File: config.mk
export PLATFORM = sky130hd
export DESIGN_NAME = hazard_stall_unit
export DESIGN_NICKNAME = d
export VERILOG_FILES = /design/src/rtl/hazard_stall_unit.sv
export SDC_FILE = /design/constraint.sdc
export NUM_CORES = 1
export LEC_CHECK = 0
export BUFFER_PORTS_ARGS = -buffer_cell sky130_fd_sc_hd__buf_2
export CORE_ASPECT_RATIO = 1.5
export CORE_MARGIN = 5
export CORE_UTILIZATION = 44
export DETAILED_ROUTE_END_ITERATION = 10
export PLACE_DENSITY = 0.74
export SLEW_MARGIN = 20
export SYNTH_ARGS = -nofsm -noshare
export SYNTH_HDL_FRONTEND = slang
export SYNTH_SLANG_ARGS = --single-unit
File: constraint.sdc
create_clock -name clk -period 2 [get_ports clk]
set_input_delay 0.2 -clock clk [delete_from_list [all_inputs] [get_ports clk]]
set_output_delay 0.2 -clock clk [all_outputs]
set_load 0.05 [all_outputs]
File: src/rtl/hazard_stall_unit.sv
// ID-stage interlock for the 5-stage pipeline: tracks in-flight destinations and
// holds, bubbles or flushes the front end for hazards the bypass cannot cover.
module hazard_stall_unit #(
  parameter int REG_ADDR_W   = 5,
  parameter bit FWD_EN       = 1'b1,
  parameter int FLUSH_CYCLES = 1,
  parameter int CNT_W        = 16
) (
  input  logic                  clk,
  input  logic                  rst,
  input  logic                  id_valid,
  input  logic [REG_ADDR_W-1:0] id_rs1,
  input  logic [REG_ADDR_W-1:0] id_rs2,
  input  logic                  id_use_rs1,
  input  logic                  id_use_rs2,
  input  logic [REG_ADDR_W-1:0] id_rd,
  input  logic                  id_regwrite,
  input  logic                  id_memread,
  input  logic                  ex_br_taken,
  output logic                  pc_write,
  output logic                  ifid_write,
  output logic                  ifid_flush,
  output logic                  idex_bubble,
  output logic                  hazard_busy,
  output logic [CNT_W-1:0]      stall_count
);

  typedef enum logic [1:0] {S_RUN, S_STALL, S_FLUSH} state_t;

  typedef struct packed {
    logic                  valid;
    logic                  regwrite;
    logic [REG_ADDR_W-1:0] rd;
  } dst_t;

  localparam logic [1:0] FLUSH_LOAD = 2'(FLUSH_CYCLES - 1);

  // The WB slot is not stored: the register file writes in the first half-cycle,
  // so an instruction past MEM can never stall ID.
  dst_t             r_ex_dst;
  logic             r_ex_memread;
  dst_t             r_mem_dst;
  state_t           r_state;
  logic [1:0]       r_flush_cnt;
  logic [CNT_W-1:0] r_stall_cnt;

  logic       w_ex_hit;
  logic       w_mem_hit;
  logic       w_raw;
  logic       w_br;
  logic       w_in_flush;
  logic       w_dh;
  logic       w_dh_stall;
  logic [1:0] w_flush_dec;
  dst_t       w_id_dst;

  function automatic logic f_match(input dst_t e, input logic [REG_ADDR_W-1:0] src,
                                   input logic use_src);
    return e.valid && e.regwrite && (e.rd != '0) && (e.rd == src) && use_src;
  endfunction

  assign w_ex_hit  = f_match(r_ex_dst, id_rs1, id_use_rs1) ||
                     f_match(r_ex_dst, id_rs2, id_use_rs2);
  assign w_mem_hit = f_match(r_mem_dst, id_rs1, id_use_rs1) ||
                     f_match(r_mem_dst, id_rs2, id_use_rs2);

  // With a bypass only a load still in EX is too late to forward.
  assign w_raw       = FWD_EN ? (w_ex_hit && r_ex_memread) : (w_ex_hit || w_mem_hit);
  assign w_br        = ex_br_taken && !rst;
  assign w_in_flush  = (r_state == S_FLUSH) && !rst;
  assign w_dh        = id_valid && !ex_br_taken && !rst && w_raw;
  assign w_dh_stall  = w_dh && !w_in_flush;
  assign w_flush_dec = r_flush_cnt - 2'd1;
  assign w_id_dst    = '{valid: id_valid && !idex_bubble, regwrite: id_regwrite, rd: id_rd};

  always_comb begin
    // NOTE: every output gets a default before any branch, so no path can infer a latch.
    pc_write    = 1'b1;
    ifid_write  = 1'b1;
    ifid_flush  = 1'b0;
    idex_bubble = 1'b0;
    if (w_br || w_in_flush) begin
      ifid_flush  = 1'b1;
      idex_bubble = 1'b1;
    end else if (w_dh) begin
      pc_write    = 1'b0;
      ifid_write  = 1'b0;
      idex_bubble = 1'b1;
    end
  end

  always_ff @(posedge clk) begin
    // NOTE: state uses non-blocking assignments so every register samples pre-edge values.
    if (rst) begin
      // NOTE: only the valid bits matter, but whole entries are cleared so nothing stale survives reset.
      r_ex_dst     <= '0;
      r_ex_memread <= 1'b0;
      r_mem_dst    <= '0;
    end else begin
      r_mem_dst    <= r_ex_dst;
      r_ex_dst     <= w_id_dst;
      r_ex_memread <= id_memread;
    end
  end

  always_ff @(posedge clk) begin
    if (rst) begin
      r_state     <= S_RUN;
      r_flush_cnt <= 2'd0;
    end else begin
      case (r_state)
        S_RUN, S_STALL: begin
          if (ex_br_taken) begin
            if (FLUSH_CYCLES > 1) begin
              r_state     <= S_FLUSH;
              r_flush_cnt <= FLUSH_LOAD;
            end else begin
              r_state <= S_RUN;
            end
          end else if (w_dh) begin
            r_state <= S_STALL;
          end else begin
            r_state <= S_RUN;
          end
        end
        S_FLUSH: begin
          if (ex_br_taken) begin
            r_flush_cnt <= FLUSH_LOAD;
          end else begin
            r_flush_cnt <= w_flush_dec;
            if (w_flush_dec == 2'd0) r_state <= S_RUN;
          end
        end
        default: r_state <= S_RUN;
      endcase
    end
  end

  always_ff @(posedge clk) begin
    if (rst) begin
      r_stall_cnt <= '0;
    end else if (w_dh_stall && (r_stall_cnt != {CNT_W{1'b1}})) begin
      r_stall_cnt <= r_stall_cnt + CNT_W'(1);
    end
  end

  assign hazard_busy = (r_state != S_RUN);
  assign stall_count = r_stall_cnt;

endmodule
==> out/qor.csv, run 1 <==
stage,metric,value,unit
run_status,status,"finished, violations left",
run_status,failing checks,negative setup slack,
drt,initial DRC count,35,
placement,hpwl dp,2.23,mm
setup_path,largest fanout on the critical path,8,
flow_run,max_cap viols,0,
power_and_ir_drop,Power Density,520,nW/um2
sta,fin crit share,103,%
drt,routed wire length,3.28,mm
global_routing,first-pass GRT wire length,4.93,mm
drt,drt first pass iters,4,
die,die area,4130,um2
setup_path,Crit Path Category,register to output port,
setup_path,Critical Path Source Type,register,
die,# IOs,44,
power_and_ir_drop,Clk network pwr share,32.8,%
final_layout,share of cells above drive strength 1,50.3,%
global_routing,Tot GR Track Use,15.3,%
clocking,clock buffer depth,2,
global_routing,number of global-route vias before repair,1212,
die,site row count,24,
placement,placer congestion estimate,0.802,
power_and_ir_drop,NetSw,0.219,mW
sta,Slew Limit Fails,0,
yosys,"Cell Area, Synth",1290,um2
yosys,sequential area share after synthesis,38.9,%
sta,unrepaired setup endpoints after global routing,yes,
yosys,Synth cell types,35,
sta,worst hold margin,0.128,ns
final_layout,Filler Cell Count,259,
worst_hold_path,worst hold path depth,2,
yosys,synth warn,0,
drt,ANT nets after route,0,
clocking,Root Driver,clkbuf_8,
final_layout,area grow syn2layout,37.4,%
sta,TNS Setup,-0.148,ns
drt,DR DRC count,0,
final_layout,n_diodes,0,
power_and_ir_drop,VDD IR-drop max,0.495,mV
die,Chip Height,76.3,um
clocking,clk slew on worst S/H paths,0.08,ns
placement,Port Buffers,43,
sta,min Tclk post-route,2.06,ns
sta,fmax,0.486,GHz
final_layout,share of the core filled with cells,62.0,%
setup_path,R2R cell count,7,
die,Core ar.,2850,um2
final_layout,fin nets,218,
yosys,Mean Syn Cell Area,8.88,um2
clocking,# hold bufs at CTS,0,
clocking,clk sinks,25,
global_routing,initial antenna violation count,0,
sta,relative slew slack,79.6,%
global_routing,largest net degree at the start of global routing,31,
die,die width,54.2,um
clocking,TritonCTS clock tree,yes,
power_and_ir_drop,total power draw,0.919,mW
clocking,CTS Buf Count,3,
power_and_ir_drop,power share of the sequential group,55.8,%
worst_hold_path,Hold Path Class,input pin to register,
setup_path,CP arrival,1.86,ns
sta,final setup violation count,5,
drt,via-per-instance ratio,5.38,
power_and_ir_drop,Comb pwr share,11.4,%
setup_path,CP required,1.80,ns
power_and_ir_drop,Int Pwr,0.700,mW
sta,Worst-Margin Slew,0.302,ns
drt,WL per Instance,14.1,um
setup_path,crit end category,output port,
sta,setup slack after layout,-0.0567,ns
sta,Fin Clk Skew,0.00104,ns
sta,Final Hold Violating Endpoints,0,
yosys,"flops & latches, synth",25,
power_and_ir_drop,Net Sw Frac,23.8,%
yosys,Post-Syn Nets,169,
global_routing,GR Overflow Total,0,
power_and_ir_drop,Leak,0.705,nW
clocking,"Clk Latency, worst-skew pair",0.27,ns
die,initial core utilization,45.1,%
clocking,H-Tree Depth,1,
yosys,Mapped Cells,145,
drt,DR vias,1248,
[cells by family (layout without fill, tap and decap cells)]
group                    count (synthesis)  in the layout  share of synthesized area, %
AO/OA/AOI/OAI                           26             26                          14.0
XOR/XNOR                                10             10                          6.80
adder cells (fa/ha/maj)                  1              1                         0.972
multiplexers                             5              5                          4.37
flip-flops                              25             25                          38.9
buffers and inverters                   13             61                          4.96
AND/OR/NAND/NOR                         65             65                          30.0
[area by class of cell]
cell class	count	area, um2	area share, %
multi-input combinational	107	808	45.7
timing repair buffer	53	330	18.7
sequential	25	522	29.5
inverter	4	15.0	0.849
tap	39	48.8	2.76
clock buffer	4	45.0	2.55
[cells in the mapped netlist]
library cell	n	area, um2
nand2_1	3	11.3
buf_6	1	11.3
o31ai_1	5	37.5
clkbuf_1	6	22.5
nand3_1	9	45.0
nor3_1	2	10.0
a32oi_1	1	8.76
nor3b_1	1	7.51
o41ai_1	1	8.76
or3b_4	1	11.3
nand2_2	1	6.26
o21ai_0	4	20.0
buf_4	2	15.0
and2_0	1	6.26
nand4_1	4	25.0
nor4_1	8	50.1
or3_1	3	18.8
a21oi_1	10	50.1
nor2b_1	13	81.3
or4_1	7	52.6
xnor2_1	2	17.5
dfxtp_1	25	500
nand2b_1	2	12.5
o21ba_2	1	10.0
o31a_1	1	8.76
a211oi_4	1	20.0
or4b_1	1	10.0
ha_1	1	12.5
nor2_1	8	30.0
mux2_2	5	56.3
a211oi_1	1	7.51
inv_1	4	15.0
nor4b_1	1	8.76
o2111ai_1	1	8.76
xor2_1	8	70.1
[final timing paths]
path	to	slack, ns	start
hold reg to reg	stall_count[14]	0.48	stall_count[14]
setup reg to reg	stall_count[4]	-0.02	r_ex_dst[2]
setup / recovery	idex_bubble	-0.06	r_ex_dst[2]
hold / removal	r_ex_dst[4]	0.13	id_rd[4]
[sequential cells by signal, summed over array words and instances, names as in the netlist]
name,count
stall_count,16
r_ex_memread,1
r_ex_dst,7
r_state,1
[what timing repair did]
item                       4_1_cts  5_1_grt
buffers inserted                 0        2
pin swaps                        2       12
setup endpoints to repair        4       16
cloned                           0        2
resized for setup                9       17
[cells in the final DEF, fill, tap and decap left out, types with 2 or more instances in the layout]
cell / count
a21oi_2: 4
buf_2: 40
or3_1: 3
xnor2_1: 2
dfxtp_2: 17
inv_1: 4
nand2_1: 3
nand2b_4: 2
o31ai_1: 5
o21ai_0: 4
nor2_1: 8
nor4_1: 6
dfxtp_1: 8
buf_6: 2
a21oi_1: 6
or4_4: 2
nand3_1: 9
xor2_1: 8
nor2b_1: 13
nor4_2: 2
buf_4: 9
nand4_1: 4
clkbuf_8: 3
mux2_2: 5
nor3_1: 2
or4_1: 5
[metal layers]
metal / GRT usage (%) / vias up / share of wire, %
met5: 0 / - / 0
met4: 6.23 / 0 / 3.7
met3: 2.94 / 11 / 6.3
met2: 27.6 / 42 / 51
met1: 16.1 / 565 / 39
li1: - / 630 / -
[power groups by stage]
stage          registers (mW)  logic (mW)  clock network [mW]
4_1_cts                 0.512      0.0929               0.304
3_3_place_gp            0.523      0.0852                   0
3_5_place_dp            0.524      0.0876                   0
2_1_floorplan           0.522      0.0509                   0
5_1_grt                 0.514       0.114               0.325
6_report                0.513       0.105               0.302
[critical path, stage by stage (launching register included)]
cell and delay (ns):
dfxtp_2 0.34, xor2_1 0.14, nor4_2 0.32, a32oi_2 0.20
clkbuf_16 0.20, nand2b_4 0.16, nand2b_4 0.07, buf_8 0.14
[per-stage QoR]
stage / std cells / cell area [um2] / setup WS [ns]
final: 232 / 1770 / -0.0567
after global routing: 232 / 1770 / -0.129
after CTS: 228 / 1670 / -0.106
after detailed placement: 224 / 1590 / -0.0322
after global placement: 224 / 1590 / 0.0445
after floorplan: 145 / 1310 / -0.0316
No activity file was read; power rests on OpenSTA's default activity.
==> run 2: changes to the inputs <==
--- a/config.mk
+++ b/config.mk
@@ -15,3 +15,4 @@
 export SYNTH_ARGS = -nofsm -noshare
 export SYNTH_HDL_FRONTEND = slang
 export SYNTH_SLANG_ARGS = --single-unit
+export TNS_END_PERCENT = 10
==> run 2 against run 1 <==
- the flow still finishes with violations (negative setup slack)
- via count up 2.5%
- total power is 1.4% lower
- largest cell class unchanged
- clock skew rose by 0.0011 ns
- cell count stayed put
- sequential power about the same
- combinational power decreased by 4%
- sequential share of layout area rose by 0.12 points
- core utilization decreased by 0.70 points
- critical path type unchanged
- routed wire length fell by 3.8%
- clock power down 3%
- worst setup slack worse by 0.0014 ns
==> out/qor.csv, run 2 (synthesis gave the netlist of run 1 again) <==
stage,metric,value,unit,change
drt,DR vias,1279,,+2.5%
power_and_ir_drop,Leak,0.707,nW,+0.28%
power_and_ir_drop,total power draw,0.906,mW,-1.4%
clocking,"Clk Latency, worst-skew pair",0.26,ns,about the same
global_routing,largest net degree at the start of global routing,31,,unchanged
drt,ANT nets after route,0,,unchanged
setup_path,reg-to-reg setup timing slack,-0.03,ns,about the same
setup_path,cell family with most CP delay,simple AND/OR/NAND/NOR gates,,
placement,Port Buffers,43,,unchanged
run_status,failing checks,negative setup slack,,
die,die width,54.2,um,unchanged
clocking,# hold bufs at CTS,0,,unchanged
global_routing,GR Overflow Total,0,,unchanged
final_layout,area grow syn2layout,35.9,%,
placement,hpwl dp,2.28,mm,+2.1%
die,Chip Height,76.3,um,unchanged
final_layout,max FFs per register,16,,unchanged
setup_path,Worst path slowest cell,nor4_2,,
setup_path,Reg-to-Reg End,stall_count[6],,
worst_hold_path,Hold Path Class,input pin to register,,
die,die area,4130,um2,unchanged
sta,Slew Limit Fails,0,,unchanged
clocking,clock buffer depth,2,,unchanged
sta,Fin Clk Skew,0.00214,ns,+0.00110 ns
die,site row count,24,,unchanged
clocking,CTS Buf Count,3,,unchanged
run_status,status,"finished, violations left",,
global_routing,number of global-route vias before repair,1150,,-5.1%
drt,via-per-instance ratio,5.51,,+2.5%
setup_path,critical-path cell list,xor2_1 > nor4_2 > a32oi_2 > buf_4 > nand2b_4 > clkbuf_4,,
power_and_ir_drop,VDD IR-drop max,0.479,mV,-3.2%
clocking,clk sinks,25,,unchanged
clocking,clk slew on worst S/H paths,0.09,ns,about the same
setup_path,Crit Path Category,register to output port,,
die,# IOs,44,,unchanged
drt,DR DRC count,0,,unchanged
global_routing,first-pass GRT wire length,4.85,mm,-1.5%
final_layout,fin nets,218,,unchanged
setup_path,launching point of the worst reg2reg path,r_ex_dst[1],,
drt,initial DRC count,23,,-34%
drt,drt first pass iters,6,,+2
power_and_ir_drop,Power Density,518,nW/um2,-0.31%
final_layout,n_diodes,0,,unchanged
drt,WL per Instance,13.6,um,-3.8%
setup_path,CP arrival,1.86,ns,about the same
final_layout,post-route cell area,1750,um2,-1.1%
worst_hold_path,HP Start,id_rd[2],,
setup_path,Worst path max stage delay,0.36,ns,+0.02 ns
placement,Placed Area,1580,um2,-0.47%
clocking,TritonCTS clock tree,yes,,
worst_hold_path,worst hold path depth,2,,unchanged
placement,Inst Count DP,225,,+0.45%
sta,fmax,0.486,GHz,about the same
final_layout,most frequent cells in the layout,"41 x buf_2, 13 x nor2b_1, 13 x dfxtp_1, 11 x dfxtp_2",,
final_layout,"most common cell after layout, fill and taps aside",buf_2,,
final_layout,register area,518,um2,-0.72%
flow_run,max_cap viols,0,,unchanged
global_routing,Tot GR Track Use,14.9,%,-0.35 points
sta,relative slew slack,77.8,%,-1.8 points
sta,worst hold margin,0.140,ns,+0.0117 ns
global_routing,initial antenna violation count,0,,unchanged
final_layout,share of cells above drive strength 1,47.7,%,-2.6 points
sta,unrepaired setup endpoints after global routing,yes,,
final_layout,Finished Layout Cells,232,,unchanged
setup_path,CP required,1.80,ns,about the same
setup_path,WP buf/inv,2,,unchanged
sta,setup slack after layout,-0.0581,ns,-0.00136 ns
sta,Final Hold Violating Endpoints,0,,unchanged
final_layout,Filler Cell Count,249,,-3.9%
setup_path,largest fanout on the critical path,5,,-3
clocking,Root Driver,clkbuf_8,,
sta,fin crit share,103,%,about the same
die,Core ar.,2850,um2,unchanged
final_layout,area of the multi-input gates,818,um2,+1.2%
clocking,H-Tree Depth,1,,unchanged
drt,routed wire length,3.15,mm,-3.8%
setup_path,crit end category,output port,,
sta,Worst-Margin Slew,0.332,ns,+0.0299 ns
sta,min Tclk post-route,2.06,ns,+0.00136 ns
worst_hold_path,Hold EP,r_ex_dst[2],,
die,initial core utilization,45.1,%,unchanged
setup_path,R2R cell count,6,,-1
setup_path,Critical Path Source Type,register,,
sta,final setup violation count,4,,-1
final_layout,share of the core filled with cells,61.3,%,-0.70 points
placement,placer congestion estimate,0.836,,+4.3%
[run 2: cell types whose count changed in the layout (fill, tap and decap cells not counted), moves of 2 or more]
| cell | before | now |
|---|---|---|
| dfxtp_2 | 17 | 11 |
| a21oi_1 | 6 | 8 |
| clkbuf_4 | 0 | 2 |
| buf_6 | 2 | 0 |
| nor4_1 | 6 | 4 |
| a21oi_2 | 4 | 2 |
| dfxtp_1 | 8 | 13 |
[run 2: power by group]
part	switching (mW)	internal [mW]	total, mW
Combinational	0.0523	0.0486	0.101
Clock	0.154	0.139	0.293
Sequential	0.00682	0.505	0.512
Total	0.214	0.692	0.906
[run 2: area by class of cell]
type / count / area share, %
clock buffer: 3 / 2.36
multi-input combinational: 107 / 46.8
tap: 39 / 2.79
sequential: 25 / 29.6
clock inverter: 1 / 0.286
inverter: 4 / 0.858
timing repair buffer: 53 / 17.3
[run 2: stage by stage]
stage                     worst slack (ns)  TNS (ns)
after floorplan                    -0.0691    -0.202
final                              -0.0581    -0.201
after detailed placement            0.0101         0
after global placement             -0.0384   -0.0623
after CTS                          -0.0127   -0.0343
after global routing                -0.174     -1.53
[run 2: what timing repair did]
item / CTS / global route
setup endpoints to repair: 4 / 15
gates resized for setup: 5 / 18
setup buffers: 2 / 0
cloned: 0 / 1
pin swaps: 2 / 8
[run 2: worst max-delay path by stage]
stage | end | from | cells past startpoint | slack (ns)
finish | ifid_write | r_ex_dst[1] | 6 | -0.06
global route | idex_bubble | r_ex_dst[1] | 7 | -0.17
CTS | ifid_write | r_ex_dst[1] | 6 | -0.01
detailed placement | stall_count[3] | ex_br_taken | 7 | 0.01
global placement | stall_count[8] | r_ex_dst[2] | 6 | -0.04
floorplan | stall_count[8] | stall_count[13] | 6 | -0.07
[run 2: worst reg2reg max path, cell delays in order, from the launching register on]
cell     delay [ns]
dfxtp_1        0.35
xor2_1         0.18
nor4_2         0.36
a32oi_2        0.13
buf_4          0.19
nor4_1         0.35
mux2_2         0.37
[run 2: layer usage]
| layer | wire length (um) | track usage (%) |
|---|---|---|
| met1 | 1230 | 17.2 |
| met2 | 1700 | 25.7 |
| met3 | 164 | 2.35 |
| met4 | 55 | 6.48 |
| met5 | 0 | 0 |
